==> src/rtl/lfsr_delay_gen.sv <==
// rtl/lfsr_delay_gen.sv - Fibonacci LFSR with bounded random delay countdown
module lfsr_delay_gen #(
  parameter int WIDTH      = 12,
  parameter int RESET_SEED = 1,
  parameter int CNT_W      = 16,
  parameter int MIN_CNT    = 1000,
  parameter int SPAN_BITS  = 10
) (
  input  logic             clk,
  input  logic             rst,
  input  logic             en,
  input  logic             seed_load,
  input  logic [WIDTH-1:0] seed,
  input  logic             start,
  input  logic             cancel,
  input  logic             tick,
  output logic [WIDTH-1:0] rnd,
  output logic [CNT_W-1:0] delay_val,
  output logic             busy,
  output logic             done
);

  // Tap positions as a bit mask: 1-indexed tap i lives at bit i-1.
  function automatic logic [15:0] tap_mask(input int w);
    case (w)
      8:       tap_mask = 16'h00B8;  // 8,6,5,4
      9:       tap_mask = 16'h0110;  // 9,5
      10:      tap_mask = 16'h0240;  // 10,7
      11:      tap_mask = 16'h0500;  // 11,9
      12:      tap_mask = 16'h0829;  // 12,6,4,1
      13:      tap_mask = 16'h100D;  // 13,4,3,1
      14:      tap_mask = 16'h2015;  // 14,5,3,1
      15:      tap_mask = 16'h6000;  // 15,14
      16:      tap_mask = 16'hD008;  // 16,15,13,4
      default: tap_mask = 16'h0000;
    endcase
  endfunction

  localparam logic [15:0]      TAP16 = tap_mask(WIDTH);
  localparam logic [WIDTH-1:0] TAPS  = TAP16[WIDTH-1:0];

  // Reject parameter sets that would break the feedback polynomial or overflow the counter.
  if (WIDTH < 8 || WIDTH > 16) begin : g_bad_width
    $error("lfsr_delay_gen: WIDTH must be in 8..16");
  end
  if (RESET_SEED == 0) begin : g_bad_seed
    $error("lfsr_delay_gen: RESET_SEED must be nonzero");
  end
  if (SPAN_BITS < 1 || SPAN_BITS > WIDTH) begin : g_bad_span
    $error("lfsr_delay_gen: SPAN_BITS must be in 1..WIDTH");
  end
  if (longint'(MIN_CNT) + (longint'(1) << SPAN_BITS) - 1 >= (longint'(1) << CNT_W)) begin : g_bad_cnt
    $error("lfsr_delay_gen: MIN_CNT + 2^SPAN_BITS - 1 does not fit in CNT_W");
  end

  typedef enum logic {
    IDLE  = 1'b0,
    COUNT = 1'b1
  } state_t;

  state_t           state_q, state_d;
  logic [WIDTH-1:0] rnd_q, rnd_d;
  logic [CNT_W-1:0] delay_val_q, delay_val_d;
  logic [CNT_W-1:0] cnt_q, cnt_d;
  logic             done_q, done_d;

  logic                 fb;
  logic [SPAN_BITS-1:0] span;
  logic [CNT_W-1:0]     delay_calc;

  assign fb         = ^(rnd_q & TAPS);
  assign span       = rnd_q[SPAN_BITS-1:0];
  assign delay_calc = CNT_W'(MIN_CNT) + CNT_W'(span);

  // LFSR next state: reseed beats stepping; a zero seed would lock up, so it becomes 1.
  always_comb begin
    rnd_d = rnd_q;
    if (seed_load) begin
      rnd_d = (seed == '0) ? WIDTH'(1) : seed;
    end else if (en) begin
      rnd_d = {rnd_q[WIDTH-2:0], fb};
    end
  end

  // Delay FSM: capture on start, count down on tick, cancel always wins.
  always_comb begin
    state_d     = state_q;
    cnt_d       = cnt_q;
    delay_val_d = delay_val_q;
    done_d      = 1'b0;
    case (state_q)
      IDLE: begin
        if (start && !cancel) begin
          delay_val_d = delay_calc;
          cnt_d       = delay_calc;
          if (delay_calc == '0) begin
            done_d = 1'b1;
          end else begin
            state_d = COUNT;
          end
        end
      end
      COUNT: begin
        if (cancel) begin
          state_d = IDLE;
        end else if (tick) begin
          if (cnt_q == CNT_W'(1)) begin
            state_d = IDLE;
            done_d  = 1'b1;
          end else begin
            cnt_d = cnt_q - CNT_W'(1);
          end
        end
      end
      default: state_d = IDLE;
    endcase
  end

  // State registers; reset discards any delay in flight.
  always_ff @(posedge clk or posedge rst) begin
    if (rst) begin
      state_q     <= IDLE;
      rnd_q       <= WIDTH'(RESET_SEED);
      delay_val_q <= '0;
      cnt_q       <= '0;
      done_q      <= 1'b0;
    end else begin
      state_q     <= state_d;
      rnd_q       <= rnd_d;
      delay_val_q <= delay_val_d;
      cnt_q       <= cnt_d;
      done_q      <= done_d;
    end
  end

  assign rnd       = rnd_q;
  assign delay_val = delay_val_q;
  assign busy      = (state_q == COUNT);
  assign done      = done_q;

endmodule
==> config.mk <==
export PLATFORM = sky130hd
export DESIGN_NAME = lfsr_delay_gen
export DESIGN_NICKNAME = d
export VERILOG_FILES = /design/src/rtl/lfsr_delay_gen.sv
export SDC_FILE = /design/constraint.sdc
export NUM_CORES = 1
export LEC_CHECK = 0
export ABC_AREA = 1
export CAP_MARGIN = 30
export CORE_MARGIN = 2
export CORE_UTILIZATION = 26
export CTS_CLUSTER_SIZE = 28
export DETAILED_ROUTE_END_ITERATION = 16
export PLACE_DENSITY = 0.55
export SETUP_SLACK_MARGIN = 0.2
export SYNTH_ARGS = -nofsm -noshare
export SYNTH_HDL_FRONTEND = slang
export SYNTH_SLANG_ARGS = --single-unit
==> constraint.sdc <==
create_clock -name clk -period 2.2 [get_ports clk]
set_clock_uncertainty 0.2 [all_clocks]
set_input_delay 0.55 -clock clk [delete_from_list [all_inputs] [get_ports clk]]
set_output_delay 0.55 -clock clk [all_outputs]
set_load 0.01 [all_outputs]
### Word-level counts from Yosys, hierarchy flattened

Cells that the tools add are included.

| word-level totals | value |
|---|---|
| register bits after elaboration | 46 |
| output and inout port bits | 30 |
| logic and storage cells | 41 |

| cells by class | value |
|---|---|
| add/subtract/negate cells | 2 |
| equal/unequal tests | 5 |
| mux-type cells | 20 |
| bitwise logic cells | 1 |
| reduce and logical (&&, ||, !) cells | 8 |

Operator list:

| cell | count |
|---|---|
| 2-to-1 mux 16 bit | 4 |
| 2-to-1 mux 12 bit | 3 |
| case mux 16 bit (2 select lines) | 1 |
| equality test 16 x 1 -> 1 bit (second input constant) | 1 |
| logical NOT 16 bit | 1 |
| subtractor 16 x 1 -> 16 bit (second input constant) | 1 |
| logical NOT 12 bit | 1 |
| parity 12 bit | 1 |
| adder 10 x 10 -> 11 bit (first input constant) | 1 |
| 2-to-1 mux 1 bit | 10 |
| != test 2 bit (second input constant) | 4 |
| case mux 1 bit (2 select lines) | 2 |
| AND reduction 4 bit | 1 |
| AND reduction 2 bit | 1 |
| nonzero test 2 bit | 1 |
| logical AND 1 bit | 1 |
| logical NOT 1 bit | 1 |
| inverter 1 bit | 1 |

### Depth between registers and ports, before layout

| logic depth | value |
|---|---|
| word-level depth | 5 |
| depth in mapped cells | 11 |

### Least setup slack after synthesis

Ideal clock, no wire load.

| timing | value |
|---|---|
| path type | input -> register |
| from | input port en |
| to | register rnd_q[4] (netlist: rnd[4]) |
| setup time | 0.142 ns |
| data arrival time | 1.314 ns |
| data required time | 1.858 ns |
| setup slack | 0.544 ns |
| stages on the path | 6 |
| path buffers | 2 |
| cell sequence | buf_2 -> nor2_1 -> inv_1 -> clkbuf_1 -> nor2_1 -> a31oi_1 |

| between the ends | value |
|---|---|
| longest elaborated chain between the ends | 1 |

RTL lines:

| what | RTL line | source |
|---|---|---|
| from (decl) | 11 | `input logic en,` |
| nonzero test 2 bit (no line) | n/a |  |
| to (signal assigned) | 123 | `rnd_q <= WIDTH'(RESET_SEED);` |
| to (signal assigned) | 129 | `rnd_q <= rnd_d;` |
| to (decl) | 62 | `logic [WIDTH-1:0] rnd_q, rnd_d;` |

Every way passes these cells.
A chain may end at the register's enable or synchronous reset.

### Final worst setup path

| timing | value |
|---|---|
| from | register delay_val_q[0] (netlist: delay_val[0]) |
| to | output port delay_val[0] |

RTL lines:

| what | RTL line | source |
|---|---|---|
| from (decl) | 63 | `logic [CNT_W-1:0] delay_val_q, delay_val_d;` |
| from (signal assigned) | 130 | `delay_val_q <= delay_val_d;` |
| to (decl) | 18 | `output logic [CNT_W-1:0] delay_val,` |

No word-level cell between the ends.

==> reports/results.tsv <==
stage	metric	value	unit
finish	antenna_cells	0	
job	drv_cap	0	
setup_path	cp.depth	1	
routing	viasPerCell	4.47	
cts	path_clk_slew	90	ps
setup_path	critical-path-top-delay-family	buffers and inverters	
setup_path	path_cells	clkdlybuf4s50_1	
floorplan	dieHeight	102	um
synthesis	synth_area	2490	um2
setup_path	worstPathRequired	1450	ps
routing	dr.pass1.iters	4	
floorplan	die-area	10400	um2
setup_path	end_kind	output port	
synthesis	synth-compound-area-share	11.0	%
power	power_density	818	nW/um2
cts	clk-insertion-delay-late	300	ps
grt	grt_max_degree	42	
setup_path	critPathBufInv	1	
sta	slew_viol_final	0	
setup_path	cp_slowest_cell	clkdlybuf4s50_1	
run_status	outcome	finished, final reports clean	
floorplan	fp-row-count	35	
synthesis	muxShareOfSynthArea	0	%
synthesis	synthArstFlopShare	100	%
synthesis	synth_fa_ha_area_share	1.51	%
routing	drc	0	
setup_path	ff2ff_path_depth	9	
finish	num-nets-final	407	
sta	worst_hold_slack	279	ps
synthesis	synth_area_leaders	dfrtp_1 40%, nand2_1 14%, nand3_1 6.8%, nor2_1 5.7%, inv_1 4.4%	
worst_hold_path	hold_class	flip-flop to flip-flop	
sta	grt_setup_unrepaired	false	
placement	portBuffers	43	
setup_path	crit_arrival	1200	ps
synthesis	ys.flop_type	dfrtp_1	
sta	fin_crit_sh	88.8	%
floorplan	start_util	26.9	%
setup_path	cp_slowest_stage_delay	550	ps
routing	finalWirelength	6300	um
sta	finalHoldViolCount	0	
floorplan	io_pins	49	
cts	cts_root_buffer	clkbuf_8	
cts	numCtsBuffers	5	
finish	final_common_cell	nand2_1	
finish	syn2layout_area_growth	29.9	%
synthesis	synthCells	332	
finish	fillers	986	
finish	layout-drive-gt1-share	13.7	%
setup_path	crit_fanout	2	
grt	grt_usage	12.6	%
setup_path	critical_path_class	flip-flop to output port	
cts	htreeDepth	2	
placement	gp_congestion	0.837	
power	seqPwrFrac	39.3	%
synthesis	synth_cell_types	36	
synthesis	seq_area_frac_synth	41.3	%
power	vdd_drop_max	0.292	mV
sta	setup_viol	0	
power	p_int	1680	uW
synthesis	synth_seq_cells	41	
routing	drtIter0Drc	109	
synthesis	yosysTopAreaCell	dfrtp_1	
synthesis	synth_edf_count	0	
synthesis	synth-simple-area-share	32.8	%
synthesis	ys.warnings.count	0	
power	p_clk_share	24.5	%
grt	grt_pass1_wl	10400	um
sta	tns	0	ps
cts	cts.sinks	41	
floorplan	core_area	9240	um2
routing	ant_nets	0	
finish	final_cells	515	
sta	fmax	0.512	GHz
sta	period_needed	1950	ps
placement	dp_hpwl	4740	um
cts	clockBufferDepth	2	
placement	dp.cells	503	
power	p_leak	0.00154	uW
routing	vias	2301	
floorplan	die_w	102	um
grt	antenna_found_initial	0	
synthesis	synthXorXnorAreaFrac	2.46	%
finish	fin_util	35.0	%
power	p_switching	960	uW
cts	cts_tree	yes	
worst_hold_path	hold_path_depth	2	
power	totalPowerFinal	2640	uW
grt	grt_pass1_vias	2195	
power	p_comb_share	36.2	%
synthesis	netlist.area_leader.share	40.2	%
synthesis	syn-mean-instance-area	7.49	um2
power	netSwitchingFraction	36.3	%
finish	layout_common_cells	94 x nand2_1, 37 x nor2_1, 37 x dfrtp_1	
setup_path	cp-start-kind	flip-flop	
routing	wire_per_inst	12.2	um
synthesis	synth_top_family_by_area	simple AND/OR/NAND/NOR gates	
grt	grt_overflow	0	
-- flip-flops by register name, indices dropped and copies added (netlist names) --
| signal | cells |
|---|---|
| done | 1 |
| delay_val | 11 |
| busy | 1 |
| cnt_q | 16 |
| rnd | 12 |
-- what timing repair did --
item	in CTS	in global routing
gates resized for setup	9	5
setup buffers	4	0
setup endpoints to repair	10	5
hold buffers	0	0
-- Yosys cell counts, types with 3 or more instances --
library cell and instances:
a21oi_1 12, a31oi_1 6, buf_4 8, clkbuf_1 6
dfrtp_1 40, ha_1 3, inv_1 29, nand2_1 94
nand2_2 4, nand3_1 34, nor2_1 38, nor3_1 3
o211ai_1 3, o21ai_0 15, o21ai_2 7, xnor2_1 3
xor2_1 4
-- layer usage --
metal  track usage, %  part of all wire [%]
met4             3.79                   1.7
met3             2.87                   4.2
met1             15.9                    45
met2             21.7                    49
met5                0                     0
-- stage by stage --
| step | setup slack (ps) | instance area, um2 |
|---|---|---|
| 3_5_place_dp | -30.8 | 3070 |
| 6_report | 246 | 3230 |
| 5_1_grt | 206 | 3230 |
| 2_1_floorplan | 506 | 2500 |
| 3_3_place_gp | 14.4 | 3070 |
| 4_1_cts | 203 | 3220 |
-- cell type report --
type                       count  area [um2]  area share, %
sequential                    41        1030           31.9
timing repair buffer          61         581           18.0
tap                          129         161           4.99
clock buffer                   6        82.6           2.56
inverter                      32         128           3.95
clock inverter                 2        37.5           1.16
multi-input combinational    244        1210           37.5
-- power by group through the flow --
stage,registers [uW],logic [uW],clock network (uW)
4_1_cts,1040,966,665
3_5_place_dp,1060,945,0
3_3_place_gp,1060,938,0
5_1_grt,1060,1070,697
2_1_floorplan,1060,583,0
6_report,1040,958,648
-- logic make-up (layout without fill, tap and decap cells) --
kind of cell	after synthesis	count (layout)
AND/OR/NAND/NOR	183	183
adder cells (fa/ha/maj)	3	3
XOR/XNOR	7	7
AO/OA/AOI/OAI	46	46
flip-flops	41	41
buffers and inverters	51	101
other	1	5
-- worst paths after layout --
path / endpoint / slack [ps] / start
worst max-delay path: delay_val[0] / 250 / delay_val[0]
worst min-delay path: delay_val[0] / 280 / delay_val[0]
worst max register to register: cnt_q[7] / 410 / cnt_q[12]
worst min register to register: delay_val[0] / 280 / delay_val[0]
max in group asynchronous: rnd[0] / 1130 / rst
min in group asynchronous: rnd[3] / 400 / rst
(Power assumes the default switching activity.)
